**src/rtl/ddr_wr_cmd_gen.sv**
```systemverilog
// ddr_wr_cmd_gen: splits one strided DDR write job into AXI4 AW commands.
// Each command is capped by MAX_LEN beats and by the next 4 KB boundary.
// The number of commands in flight is bounded by OUTSTANDING. B responses
// are counted, and done pulses once the whole job has been acknowledged.
module ddr_wr_cmd_gen #(
  parameter int DDR_ADDR_W  = 32,
  parameter int BURST_W     = 16,
  parameter int BUS_BYTES   = 32,
  parameter int MAX_LEN     = 16,
  parameter int OUTSTANDING = 8
) (
  input  logic                  clk,
  input  logic                  rst_n,
  input  logic                  start,
  input  logic [DDR_ADDR_W-1:0] st_addr,
  input  logic [BURST_W-1:0]    burst,
  input  logic [DDR_ADDR_W-1:0] step,
  input  logic [BURST_W-1:0]    burst_num,
  output logic                  busy,
  output logic                  done,
  output logic                  err,
  output logic [DDR_ADDR_W-1:0] m_awaddr,
  output logic [7:0]            m_awlen,
  output logic [2:0]            m_awsize,
  output logic [1:0]            m_awburst,
  output logic                  m_awvalid,
  input  logic                  m_awready,
  input  logic                  m_bvalid,
  input  logic [1:0]            m_bresp,
  output logic                  m_bready
);

  localparam int BEAT_SH = $clog2(BUS_BYTES);
  localparam int OUT_W   = $clog2(OUTSTANDING + 1);

  typedef enum logic [2:0] {IDLE, CALC, ISSUE, WAIT_B, DONE} state_t;
  state_t state, state_nxt;

  logic [DDR_ADDR_W-1:0] addr, row_base, step_r, len_bytes;
  logic [BURST_W-1:0]    row_beats_r, num_r, row, beats_left;
  logic [8:0]            len, len_calc;
  logic [OUT_W-1:0]      outstanding;
  logic                  aw_hs, b_hs, last_row, row_empty, row_fin;

  // Beats for the next command: limited by what is left in the row,
  // by MAX_LEN, and by the distance to the next 4 KB page.
  function automatic logic [8:0] calc_len(input logic [BURST_W-1:0] beats,
                                          input logic [11:0]        lo);
    logic [12:0] room, cap;
    logic [31:0] beats32, cap32;
    room    = (13'h1000 - {1'b0, lo}) >> BEAT_SH;
    cap     = (room < 13'(MAX_LEN)) ? room : 13'(MAX_LEN);
    beats32 = 32'(beats);
    cap32   = 32'(cap);
    return (beats32 < cap32) ? 9'(beats32) : 9'(cap32);
  endfunction

  assign len_calc  = calc_len(beats_left, addr[11:0]);
  assign len_bytes = DDR_ADDR_W'(len) << BEAT_SH;
  assign last_row  = (row == num_r);
  assign row_empty = (beats_left == '0);
  assign row_fin   = (beats_left == BURST_W'(len));

  assign busy      = (state != IDLE);
  assign done      = (state == DONE);
  assign m_awsize  = 3'(BEAT_SH);
  assign m_awburst = 2'b01;
  assign m_awvalid = (state == ISSUE) && (outstanding < OUT_W'(OUTSTANDING));
  assign m_bready  = (outstanding != '0);
  assign aw_hs     = m_awvalid && m_awready;
  assign b_hs      = m_bvalid && m_bready;

  // State register.
  always_ff @(posedge clk or negedge rst_n) begin
    if (!rst_n) state <= IDLE;
    else        state <= state_nxt;
  end

  // Next-state logic; empty rows and finished rows both take the advance-row path.
  always_comb begin
    state_nxt = state;
    case (state)
      IDLE:   if (start) state_nxt = CALC;
      CALC: begin
        if (row_empty) state_nxt = last_row ? WAIT_B : CALC;
        else           state_nxt = ISSUE;
      end
      ISSUE: begin
        if (aw_hs) begin
          if (row_fin) state_nxt = last_row ? WAIT_B : CALC;
          else         state_nxt = CALC;
        end
      end
      WAIT_B: begin
        if (outstanding == '0 || (outstanding == OUT_W'(1) && b_hs)) state_nxt = DONE;
      end
      DONE:    state_nxt = IDLE;
      default: state_nxt = IDLE;
    endcase
  end

  // Job parameters, address walk and the AW command registers.
  always_ff @(posedge clk or negedge rst_n) begin
    if (!rst_n) begin
      addr        <= '0;
      row_base    <= '0;
      step_r      <= '0;
      row_beats_r <= '0;
      num_r       <= '0;
      row         <= '0;
      beats_left  <= '0;
      len         <= '0;
      m_awaddr    <= '0;
      m_awlen     <= '0;
      err         <= 1'b0;
    end else begin
      if (b_hs && (m_bresp != 2'b00)) err <= 1'b1;
      case (state)
        IDLE: begin
          if (start) begin
            addr        <= st_addr;
            row_base    <= st_addr;
            step_r      <= step;
            row_beats_r <= burst >> BEAT_SH;
            beats_left  <= burst >> BEAT_SH;
            num_r       <= burst_num;
            row         <= '0;
            err         <= 1'b0;
          end
        end
        CALC: begin
          if (row_empty) begin
            if (!last_row) begin
              row        <= row + BURST_W'(1);
              row_base   <= row_base + step_r;
              addr       <= row_base + step_r;
              beats_left <= row_beats_r;
            end
          end else begin
            len      <= len_calc;
            m_awaddr <= addr;
            m_awlen  <= 8'(len_calc - 9'd1);
          end
        end
        ISSUE: begin
          if (aw_hs) begin
            addr       <= addr + len_bytes;
            beats_left <= beats_left - BURST_W'(len);
            if (row_fin && !last_row) begin
              row        <= row + BURST_W'(1);
              row_base   <= row_base + step_r;
              addr       <= row_base + step_r;
              beats_left <= row_beats_r;
            end
          end
        end
        default: ;
      endcase
    end
  end

  // Commands awaiting a B response; simultaneous AW and B handshakes cancel.
  always_ff @(posedge clk or negedge rst_n) begin
    if (!rst_n) begin
      outstanding <= '0;
    end else begin
      case ({aw_hs, b_hs})
        2'b10:   outstanding <= outstanding + OUT_W'(1);
        2'b01:   outstanding <= outstanding - OUT_W'(1);
        default: ;
      endcase
    end
  end

endmodule

```
**config.mk**
```make
export PLATFORM = sky130hd
export DESIGN_NAME = ddr_wr_cmd_gen
export DESIGN_NICKNAME = d
export VERILOG_FILES = /design/src/rtl/ddr_wr_cmd_gen.sv
export SDC_FILE = /design/constraint.sdc
export NUM_CORES = 1
export LEC_CHECK = 0
export ABC_AREA = 1
export CELL_PAD_IN_SITES_DETAIL_PLACEMENT = 1
export CELL_PAD_IN_SITES_GLOBAL_PLACEMENT = 1
export CORE_UTILIZATION = 40
export CTS_CLUSTER_SIZE = 14
export DETAILED_ROUTE_END_ITERATION = 8
export GPL_TIMING_DRIVEN = 0
export PLACE_DENSITY_LB_ADDON = 0.3
export SLEW_MARGIN = 0
export SYNTH_ARGS = -nofsm -noshare
export SYNTH_HDL_FRONTEND = slang
export SYNTH_SLANG_ARGS = --single-unit
export TNS_END_PERCENT = 30
```
**constraint.sdc**
```tcl
create_clock -name clk -period 6.1 [get_ports clk]
set_clock_uncertainty 0.1 [all_clocks]
set_input_delay 1.22 -clock clk [delete_from_list [all_inputs] [get_ports clk]]
set_output_delay 1.22 -clock clk [all_outputs]
set_load 0.01 [all_outputs]
```
# After elaboration in Yosys (flattened, before gate mapping)
# Index checks and enable logic that the tools add are counted.
[totals] regBits=212 latch_bits=0 mem_bits_rw=0 romBits=0 in_bits=103 output_inout_bits=50 word_cells=95 n_memories=0
[op_classes] addsub=8 n_mul=0 n_div=0 order_cmp=3 eq_ne=15 shifts=0 n_mux=34 bitwise=1 reduce_logical=21
[op_table] operator="$mux 32" count=7
[op_table] operator="$pmux 32 s3" count=2
[op_table] operator="$mux 16" count=10
[op_table] operator="$pmux 16 s3" count=2
[op_table] operator="$add 32x14->32" count=1
[op_table] operator="$add 32x32->32" count=1
[op_table] operator="$add 16x1->16 const B" count=1
[op_table] operator="$eq 16x16->1" count=1
[op_table] operator="$eq 16x9->1" count=1
[op_table] operator="$logic_not 16->1" count=1
[op_table] operator="$lt 16x8->1" count=1
[op_table] operator="$sub 16x9->16" count=1
[op_table] operator="$sub 13x12->13 const A" count=1
[op_table] operator="$pmux 3 s4" count=1
[op_table] operator="$ne 2x2->1 const B" count=5
[op_table] operator="$mux 3" count=3
[op_table] operator="$mux 9" count=1
[op_table] operator="$lt 8x5->1 const B" count=1
[op_table] operator="$mux 8" count=1
[op_table] operator="$pmux 4 s2" count=1
[op_table] operator="$sub 8x1->8 const B" count=1
[op_table] operator="$eq 3x2->1 const B" count=2
[op_table] operator="$logic_and 1x1->1" count=6
[op_table] operator="$mux 2" count=3
[op_table] operator="22 further kinds" count=27

# Longest topological paths before layout
# Gate-level depths: netlist of the first run.
[logic_depth] depth_word=6 mapped_depth=21 mapped_depth_nobuf=21

# Worst setup path after synthesis of the first run
# Ideal clock, no wire load.
[synth_timing] path_type="register to register" from="register addr[4]" to="register m_awlen[2]" setup_time_ps=82 arrival_time_ps=2523 required_time_ps=5918 setup_slack_ps=3395 path_stages_with_launch=17 n_path_buf=0 synth_period_minus_slack_ps=2705 path_cell_list="dfrtp_1 nor2_1 nand4_1 nor2_1 inv_1 nor2_1 o21ai_0 ha_1 a21oi_1 nand2_1 nand2_1 nand2_1 nand2_1 nand2_1 ha_1 or2_2 a31oi_1"
[synth_via] elab_chain_cells=6
[synth_lines] item="from (decl)" line_no="39" text="logic [DDR_ADDR_W-1:0] addr, row_base, step_r, len_bytes;"
[synth_lines] item="from (signal assigned)" line_no="121" text="addr <= st_addr;"
[synth_lines] item="from (signal assigned)" line_no="136" text="addr <= row_base + step_r;"
[synth_lines] item="from (signal assigned)" line_no="147" text="addr <= addr + len_bytes;"
[synth_lines] item="$sub 13x12->13 *" line_no="51" text="room = (13'h1000 - {1'b0, lo}) >> BEAT_SH;"
[synth_lines] item="$lt 8x5->1" line_no="52" text="cap = (room < 13'(MAX_LEN)) ? room : 13'(MAX_LEN);"
[synth_lines] item="$mux 8 *" line_no="52"
[synth_lines] item="$lt 16x8->1" line_no="55" text="return (beats32 < cap32) ? 9'(beats32) : 9'(cap32);"
[synth_lines] item="$mux 9 *" line_no="55"
[synth_lines] item="$sub 8x1->8 *" line_no="142" text="m_awlen <= 8'(len_calc - 9'd1);"
[synth_lines] item="to (signal assigned)" line_no="142"
[synth_lines] item="to (decl)" line_no="23" text="output logic [7:0] m_awlen,"
# Mark *: on every way between the ends. The rest lies on a longest branch, timed or not.
# A chain may end at the register's enable or synchronous reset.

# Worst setup path in the final report of the first run
[layout_timing] from="register state[0]" to="register row[13]"
[layout_via] elab_chain_cells=5 elab_cells_between_ends=13 cone_classes="eq/ne: 7; mux: 1; reduce/logical: 5"
[layout_lines] item="from (decl)" line_no="37" text="state_t state, state_nxt;"
[layout_lines] item="from (signal assigned)" line_no="76" text="else state <= state_nxt;"
[layout_lines] item="$eq 3x2->1" line_no="68, 118"
[layout_lines] item="$logic_and 1x1->1" line_no="68" text="assign m_awvalid = (state == ISSUE) && (outstanding < OUT_W'(OUTSTANDING));"
[layout_lines] item="$logic_and 1x1->1" line_no="70" text="assign aw_hs = m_awvalid && m_awready;"
[layout_lines] item="$ne 2x2->1 (no line)"
[layout_lines] item="$reduce_and 6->1 (no line)"
[layout_lines] item="to (signal assigned)" line_no="134" text="row <= row + BURST_W'(1);"
[layout_lines] item="to (signal assigned)" line_no="150" text="row <= row + BURST_W'(1);"
[layout_lines] item="to (decl)" line_no="40" text="logic [BURST_W-1:0] row_beats_r, num_r, row, beats_left;"
# Parallel ways exist; a longest one is shown, timed or not.

==> run_results.csv, run 1 <==
group,metric,value,unit
global_route,grt_pass1_wl,74800,µm
synthesis,ys_seq_area_share,41.2,%
route,met1_length,21200,µm
timing,finalHoldViolations,0,
pwr,ir_drop,0.301,mV
setup_path,cp-start-kind,"register",
setup_path,path_common_cell,"nand2_1",
synthesis,synth_commonest_cells,"nand2_1 (531), dfrtp_1 (212), inv_1 (149)",
global_route,grt_pass1_vias,13286,
route,first_pass_iters,5,
setup_path,crit_arrival,3.95,ns
synthesis,yosysWarnings,0,
global_route,grt.total_usage,29.2,%
outcome,status,"completed",
setup_path,cp_top_family,"simple AND/OR/NAND/NOR gates",
timing,min_period,3.60,ns
worst_hold_path,min_from,"m_awaddr[16]$_DFFE_PN0P_",
setup_path,r2r_cells,11,
die,floorplan.initialDensity,40.7,%
synthesis,yosys.cell_count.top_type,"nand2_1",
die,die_y,181,µm
synthesis,ys_seq_elements,212,
worst_hold_path,hold_path.class,"reg2reg",
timing,tightest_slew,0.982,ns
layout,utilization,49.7,%
pwr,powerDensity,687,mW/mm²
route,met2_length,21300,µm
cts,htreeDepth,1,
cts,clock-sinks,212,
cts,cts-root-buf,"clkbuf_16",
die,dieArea,0.0329,mm²
layout,layout-drive-gt1-share,4.75,%
cts,clk_path_buf_depth,3,
layout,num-fill-cells,3942,
setup_path,path_cells,"inv_1 -> nor3_1 -> nand2_1 -> o21ai_1 -> nor2_1 -> o21ai_2 -> nor2_4 -> inv_2 -> clkbuf_1 -> nand2_1 -> o31ai_2",
die,num_rows,65,
route,drcViolationCount,0,
cts,cts_tree,"yes",
timing,slew_headroom,34.0,%
timing,setup_viol,0,
route,wirelength,46800,µm
placement,globalplace.congestion,0.927,
layout,n_antenna_cell,0,
synthesis,synth_edf_count,0,
synthesis,synthTopCellsByArea,"dfrtp_1 (41%), nand2_1 (15%), ha_1 (5.8%)",
die,core,0.0316,mm²
setup_path,critical_path_required,6.45,ns
cts,cts_buffers,26,
global_route,overflow,0,
setup_path,critPathSlowestCell,"nor3_1",
layout,finalNetCount,2065,
route,vias_per_cell,5.50,
cts,cts_resized,0,
timing,setup_tns,0,ns
placement,port_buffers,142,
synthesis,synthDistinctLibCells,53,
route,route.met3.wl,2340,µm
placement,post-place-ws,2.45,ns
die,die_x,181,µm
timing,rsz0062_at_grt,"no",
cts,clk_latency,0.55,ns
route,num_vias,12757,
setup_path,max_stage_delay,0.75,ns
timing,slew_violations,0,
setup_path,ff2ff_setup_slack,2.50,ns
setup_path,r2r-start,"state[0]$_DFFE_PN0P_",
cts,ctsHoldBuffers,0,
route,drtAntennaViolNets,0,
synthesis,synth_top_area_share,41.2,%
synthesis,async_reset_ff_share,100,%
setup_path,cp_num_buf_inv,3,
die,io_pins,153,
timing,post-route-period-util,59.1,%
timing,fmax,277,MHz
placement,hpwl,36900,µm
route,detail_route.wl_per_cell,20.2,µm
synthesis,syn_area_per_cell,7.47,µm²
cts,postCtsSetupBuffers,0,
worst_hold_path,hold_path_end,"m_awaddr[16]$_DFFE_PN0P_",
synthesis,netlist_area,0.0129,mm²
timing,whs,0.374,ns
synthesis,synthFlopType,"dfrtp_1",
worst_hold_path,min_path_cells,2,
cts,clk_pin_slew,0.06,ns
route,topRoutingLayerUsed,"met4",
route,drtIter0Drc,795,
timing,finalWorstSetupSlack,2.50,ns
synthesis,syn_inst,1723,
setup_path,path_class,"reg2reg",
global_route,grt_max_degree,95,
job,maxCapViolCount,0,
pwr,p_leak,0.00741,µW
setup_path,worst_r2r_endpoint,"row[13]$_DFFE_PN0P_",
setup_path,cp_max_fo,10,
setup_path,cp-end-kind,"register",
global_route,antenna_found_initial,0,
layout,syn2layout_area_growth,22.2,%
synthesis,yosys.area.top_type,"dfrtp_1",
[metal layers]
layer,up-vias,global-route usage (%)
met5,-,0
met4,0,12.0
met3,94,2.82
met2,354,47.4
met1,6274,39.9
li1,6035,-
[cell type report]
class	instances	area (µm²)	share of cell area (%)
clock buffer	36	769	4.90
multi-input combinational	1297	6710	42.7
sequential	212	5310	33.7
clock inverter	10	82.6	0.525
tap	402	503	3.20
timing repair buffer	144	1480	9.42
inverter	157	589	3.75
buffer	61	277	1.76
[cells in the final DEF, fill, tap and decap left out, types with 14 or more instances in the layout]
cell             netlist  final
o21ai_0              123    123
nand4_1               18     18
clkbuf_1              38     41
a31oi_1               21     21
inv_1                149    149
nor3_1                32     32
nand3_1               84     84
nor2_1               143    143
buf_2                 14     14
xor2_1                31     31
ha_1                  60     60
xnor2_1               29     29
clkdlybuf4s50_1        0    141
a21oi_1              110    110
nand2_1              531    531
dfrtp_1              212    212
clkbuf_16              0     27
[cell families after synthesis]
kind of cell,after synthesis,synth area share [%]
flip-flops,212,41.2
buffers and inverters,218,6.73
AND/OR/NAND/NOR,833,26.4
XOR/XNOR,60,4.08
AO/OA/AOI/OAI,335,15.2
other,2,0.0584
adder cells (fa/ha/maj),63,6.30
[state kept, by name, summed over array words and instances (netlist names), 4 cells and up]
register,count
step_r,32
num_r,16
beats_left,16
len,9
addr,32
m_awlen,8
row_base,32
outstanding,4
m_awaddr,32
row,16
row_beats_r,11
[metrics by stage]
step                      instances  power [µW]  instance area (µm²)
after floorplan                1727        6660                12900
after detailed placement       2273        9110                14900
after CTS                      2319       10700                15700
after global routing           2319       11600                15700
final                          2319       10800                15700
after global placement         2271        8890                14800
[worst max-delay path by stage]
stage	depth (start not counted)	to	startpoint	slack, ns
3_3_place_gp	1	step_r[20]$_DFFE_PN0P_	rst_n	-5.60
2_1_floorplan	16	m_awlen[2]$_DFFE_PN0P_	addr[4]$_DFFE_PN0P_	3.40
4_1_cts	11	row[13]$_DFFE_PN0P_	state[0]$_DFFE_PN0P_	2.50
3_5_place_dp	11	row[13]$_DFFE_PN0P_	m_awready	2.45
5_1_grt	20	m_awlen[4]$_DFFE_PN0P_	addr[5]$_DFFE_PN0P_	2.21
6_report	11	row[13]$_DFFE_PN0P_	state[0]$_DFFE_PN0P_	2.50
[worst register-to-register path: stages (launching register included)]
cell,delay [ns]
dfrtp_1,0.43
inv_1,0.09
nor3_1,0.75
nand2_1,0.44
o21ai_1,0.25
nor2_1,0.08
o21ai_2,0.23
nor2_4,0.13
inv_2,0.23
clkbuf_1,0.50
nand2_1,0.17
o31ai_2,0.10
[where the power goes]
group          switching [µW]  leakage [µW]  internal, µW  total, µW
clock network             641      0.000417           917       1560
logic                    4450       0.00440          2150       6600
registers                 569       0.00259          2070       2640
total                    5660       0.00741          5140      10800
No activity file was read; power rests on OpenSTA's default activity.
==> run 2, diff against run 1 <==
Clock period 6.1 ns to 3.77 ns, I/O delays scaled along.
==> run 2 against run 1 <==
Against the previous run:
- setup slack got worse by 2.3 ns
- register-to-register slack worse by 2.3 ns
- final cell count hardly changed
- core utilization increased by 0.071 points
- combinational power grew 62%
- global-route usage is the same
- count of clock-buffer cells in the layout stayed put
- power grew 62%
- cell area grew 0.14%
- maximum frequency grew 0.16%
- critical path type unchanged
- critical endpoint unchanged
- highest routed layer unchanged
==> run_results.csv, run 2 (synthesis gave the netlist of run 1 again) <==
group,metric,value,unit
setup_path,cp_max_fo,10,
layout,layout-drive-gt1-share,4.95,%
route,wirelength,46900,µm
placement,hpwl,36900,µm
die,floorplan.initialDensity,40.7,%
route,detail_route.wl_per_cell,20.2,µm
global_route,overflow,0,
job,maxCapViolCount,0,
timing,rsz0062_at_grt,"no",
layout,num-fill-cells,3940,
layout,design_area,0.0157,mm²
die,num_rows,65,
cts,htreeDepth,1,
timing,setup_tns,0,ns
pwr,swShare,52.4,%
cts,clk_path_buf_depth,3,
route,drtIter0Drc,832,
pwr,internal-power,8330,µW
placement,placed_cells,2273,
global_route,grt_pass1_vias,13286,
timing,fmax,278,MHz
die,die_y,181,µm
timing,tightest_slew,0.987,ns
layout,final_cell_mix,"nand2_1 (530), dfrtp_1 (212), inv_1 (148)",
layout,multiInputGateArea,0.00672,mm²
cts,clk_pin_slew,0.06,ns
worst_hold_path,min_from,"m_awaddr[16]$_DFFE_PN0P_",
setup_path,critical_path_required,4.12,ns
layout,finalNetCount,2067,
setup_path,startpoint,"state[0]$_DFFE_PN0P_",
pwr,powerDensity,1110,mW/mm²
timing,finalHoldViolations,0,
global_route,grt_pass1_wl,74800,µm
cts,clock-sinks,212,
worst_hold_path,hold_path.class,"reg2reg",
placement,port_buffers,142,
cts,clk_latency,0.54,ns
placement,placed_area,0.0149,mm²
setup_path,cp-start-kind,"register",
die,die_x,181,µm
setup_path,cp-end-kind,"register",
timing,whs,0.374,ns
route,vias_per_cell,5.50,
cts,cts_tree,"yes",
global_route,grt_max_degree,95,
pwr,p_leak,0.00741,µW
route,num_vias,12770,
global_route,antenna_found_initial,0,
pwr,ir_drop,0.488,mV
timing,post-route-period-util,95.5,%
timing,setup_viol,0,
timing,slew_violations,0,
die,core,0.0316,mm²
setup_path,path_class,"reg2reg",
cts,cts_buffers,26,
layout,ff_latch_area,0.00531,mm²
timing,slew_headroom,33.7,%
route,drtAntennaViolNets,0,
pwr,finalPower,17500,µW
layout,syn2layout_area_growth,22.3,%
layout,final_common_cell,"nand2_1",
outcome,status,"completed",
setup_path,crit_arrival,3.95,ns
layout,n_antenna_cell,0,
pwr,power_frac_seq,24.5,%
die,io_pins,153,
timing,min_period,3.60,ns
pwr,p_switching,9160,µW
route,drcViolationCount,0,
route,first_pass_iters,5,
layout,final_cells,2321,
setup_path,r2r-start,"state[0]$_DFFE_PN0P_",
cts,cts-root-buf,"clkbuf_16",
global_route,grt.total_usage,29.2,%
placement,globalplace.congestion,0.927,
pwr,clockPowerShare,14.4,%
die,dieArea,0.0329,mm²
pwr,pwr-share-comb,61.1,%
-- run 2: repair_timing --
item / in CTS / in global routing
endpoints found under the hold margin: 15 / 0
gates resized for setup: 0 / 4
hold buffers: 1 / 0
setup endpoints to repair: 0 / 3
buffers inserted: 0 / 1
-- run 2: worst max-delay path: stages, from the launching register on --
cell,delay [ns]
dfrtp_1,0.43
inv_1,0.09
nor3_1,0.76
nand2_1,0.44
o21ai_1,0.25
nor2_1,0.08
o21ai_2,0.23
nor2_4,0.13
inv_2,0.23
clkbuf_1,0.50
nand2_1,0.16
o31ai_2,0.10
-- run 2: routing by layer --
metal  vias to the layer above  wire length, µm  track usage (%)
li1                       6035                -                -
met1                      6263            21200             39.9
met2                       376            21300             47.4
met3                        96             2380             2.82
met4                         0             2070             12.0
met5                         -                0                0
-- run 2: final cells by class --
cell class,count,share of cell area [%]
multi-input combinational,1297,42.7
sequential,212,33.7
timing repair buffer,146,9.52
clock buffer,36,4.89
inverter,157,3.74
tap,402,3.20
buffer,61,1.76
clock inverter,10,0.525
-- run 2: final timing paths --
path / endpoint / cells past startpoint / slack [ns]
max: row[13]$_DFFE_PN0P_ / 11 / 0.17
min: m_awaddr[16]$_DFFE_PN0P_ / 2 / 0.37
max reg2reg: row[13]$_DFFE_PN0P_ / 11 / 0.17
min reg2reg: m_awaddr[16]$_DFFE_PN0P_ / 2 / 0.37
max in group asynchronous: step_r[20]$_DFFE_PN0P_ / 4 / 1.80
min in group asynchronous: m_awaddr[7]$_DFFE_PN0P_ / 2 / 0.58
-- run 2: metrics by stage --
stage                     setup slack, ns  util, %
after floorplan                      1.07        -
after global placement              -7.47     46.8
after detailed placement            0.212     47.0
after CTS                           0.166     49.7
after global routing               0.0327     49.8
final                               0.171     49.8
-- run 2: power groups by stage --
stage	clock, µW	combinational (µW)	sequential (µW)
final	2520	10700	4280
after global routing	2620	11800	4380
after detailed placement	0	10500	4270
after floorplan	0	6730	4040
after global placement	0	10100	4240
after CTS	2540	10600	4250
==> RTL edit, RTL diff (config.mk and constraints of run 2) <==
Encoding of `state_t`: now Gray code (3 bits for 5 states).
--- a/src/rtl/ddr_wr_cmd_gen.sv
+++ b/src/rtl/ddr_wr_cmd_gen.sv
@@ -35,3 +35,3 @@
 
-  typedef enum logic [2:0] {IDLE, CALC, ISSUE, WAIT_B, DONE} state_t;
+  typedef enum logic [2:0] {IDLE = 3'b000, CALC = 3'b001, ISSUE = 3'b011, WAIT_B = 3'b010, DONE = 3'b110} state_t;
   state_t state, state_nxt;
Check against the original RTL: same outputs for any inputs over 4 cycles, from zero or initial values and one cycle with rst_n low; so few cycles prove little.
==> RTL edit against run 2 <==
Critical endpoint is now addr[6]; sequential cell count is the same; total power shrank 1.9%; sequential share of layout area shrank 0.17 points; die area grew 0.48%; area after synthesis grew 0.49%; design area grew 0.49%; highest routed layer unchanged; combinational power shrank 4%; worst setup slack gained 0.12 ns; largest cell class unchanged; global-route usage shrank 0.63 points; routed wire length shrank 0.58%; final cell count grew 0.47%; critical path type unchanged.
==> RTL edit: results (changes against run 2) <==
grt_pass1_vias: 13000  # -2.2%
gp_congestion: 0.976  # +5.3%
min_path_type: "in -> async"
ys_top_cells_by_area: "dfrtp_1 (41%), nand2_1 (15%), ha_1 (5.8%), inv_1 (4.9%), nor2_1 (4.3%)"
synth_adder_area_share: 0.0627  # -0.000305
max_stage_delay_ns: 0.49  # -0.27 ns
reg2reg_from: "beats_left[5]"
drive_above_1_share: 0.0518  # +0.00231
seq_area_frac_synth: 0.410  # -0.00199
outcome: "finished, final reports clean"
drtIter0Drc: 746  # -10%
grt_max_degree: 113  # +19%
r2r_slack_ns: 0.29  # +0.12 ns
ys_types: 47  # -11%
finalNetCount: 2077  # +0.48%
vdd_drop_max_mv: 0.466  # -4.5%
hpwl_um: 36400  # -1.4%
slew_headroom: 0.390  # +0.0534
cp_slowest_cell: "dfrtp_1"
whs_ns: 0.193  # -0.182 ns
grt_usage: 0.286  # -0.00627
synth_common_cells: "nand2_1 (526), dfrtp_1 (212), inv_1 (168)"
viasPerCell: 5.45  # -1.0%
synth_compound_area_frac: 0.141  # -0.0105
grt_pass1_wl_um: 73200  # -2.1%
rr_endpoint: "addr[6]"
postRouteWirelength_um: 46700  # -0.58%
synth-xor-area-share: 0.0427  # +0.00183
postPlaceCellArea_um2: 14900  # +0.24%
rr_worst_depth: 13  # +2
## RTL edit: changes by cell type in the layout (fill, tap and decap cells not counted), moves of 5 or more
cell	run 2	this run
inv_1	148	168
o21ai_0	122	110
a21oi_1	110	102
o31ai_2	8	0
buf_4	7	14
nor2_1	142	148
o31ai_1	0	6
or2_2	3	9
nand2_1	530	525
xor2_1	31	36
## RTL edit: worst max-delay path: cells and delay by family (launching register included)
family / cells / cell delay (ns)
AOI/OAI and AO/OA: 2 / 0.49
adders and majority gates: 1 / 0.39
buffers and inverters: 3 / 0.60
DFF: 1 / 0.49
and+or+nand+nor: 7 / 1.25
## RTL edit: cells by family after synthesis
kind of cell / Yosys count
flops: 212
simple gates: 841
fa+ha+maj: 63
other cells: 2
xor+xnor: 63
buf+inv: 238
compound gates: 315
## RTL edit: layout make-up
cell class | instances | area, um2
plain buffers | 62 | 295
clock buffers | 42 | 822
clock inverters | 5 | 75.1
fillers | 4000 | 15900
inverters | 176 | 661
multi-input cells | 1288 | 6690
flip-flops and latches | 212 | 5310
well taps | 402 | 503
repair buffers | 145 | 1470
## RTL edit: where the power goes
group | switching, mW | leakage, nW | total [mW] | internal (mW)
combinational | 6.85 | 4.53 | 10.3 | 3.41
sequential | 0.888 | 2.59 | 4.25 | 3.36
clock | 1.01 | 0.445 | 2.63 | 1.61
## RTL edit: per-layer routing
metal / wire length (um) / part of all wire / GRT usage / vias to the layer above
met5: 0 / 0 / 0 / -
met4: 2020 / 0.043 / 0.120 / 0
met3: 2550 / 0.055 / 0.0345 / 101
met2: 21000 / 0.45 / 0.453 / 374
met1: 21000 / 0.45 / 0.395 / 6200
li1: - / - / - / 6024
## RTL edit: what timing repair did
action | in CTS | in global routing
setup buffers | 0 | 2
resized for setup | 0 | 3
endpoints found under the setup margin | 0 | 3
hold buffers | 0 | 0
## RTL edit: through the flow
stage / cells / TNS (ns)
2_1_floorplan: 1738 / 0
3_3_place_gp: 2282 / -1579.13
3_5_place_dp: 2283 / 0
4_1_cts: 2330 / 0
5_1_grt: 2332 / -0.00867
6_report: 2332 / 0
## RTL edit: worst max path at each step
stage	from	end	slack (ns)	cells past startpoint
after global routing	addr[1]	m_awlen[4]	-0.009	18
after floorplan	addr[3]	m_awlen[2]	1.06	16
after CTS	addr[1]	m_awlen[2]	0.25	16
after global placement	rst_n	step_r[19]	-7.48	1
final	beats_left[5]	addr[6]	0.29	13
after detailed placement	addr[5]	m_awlen[2]	0.32	16
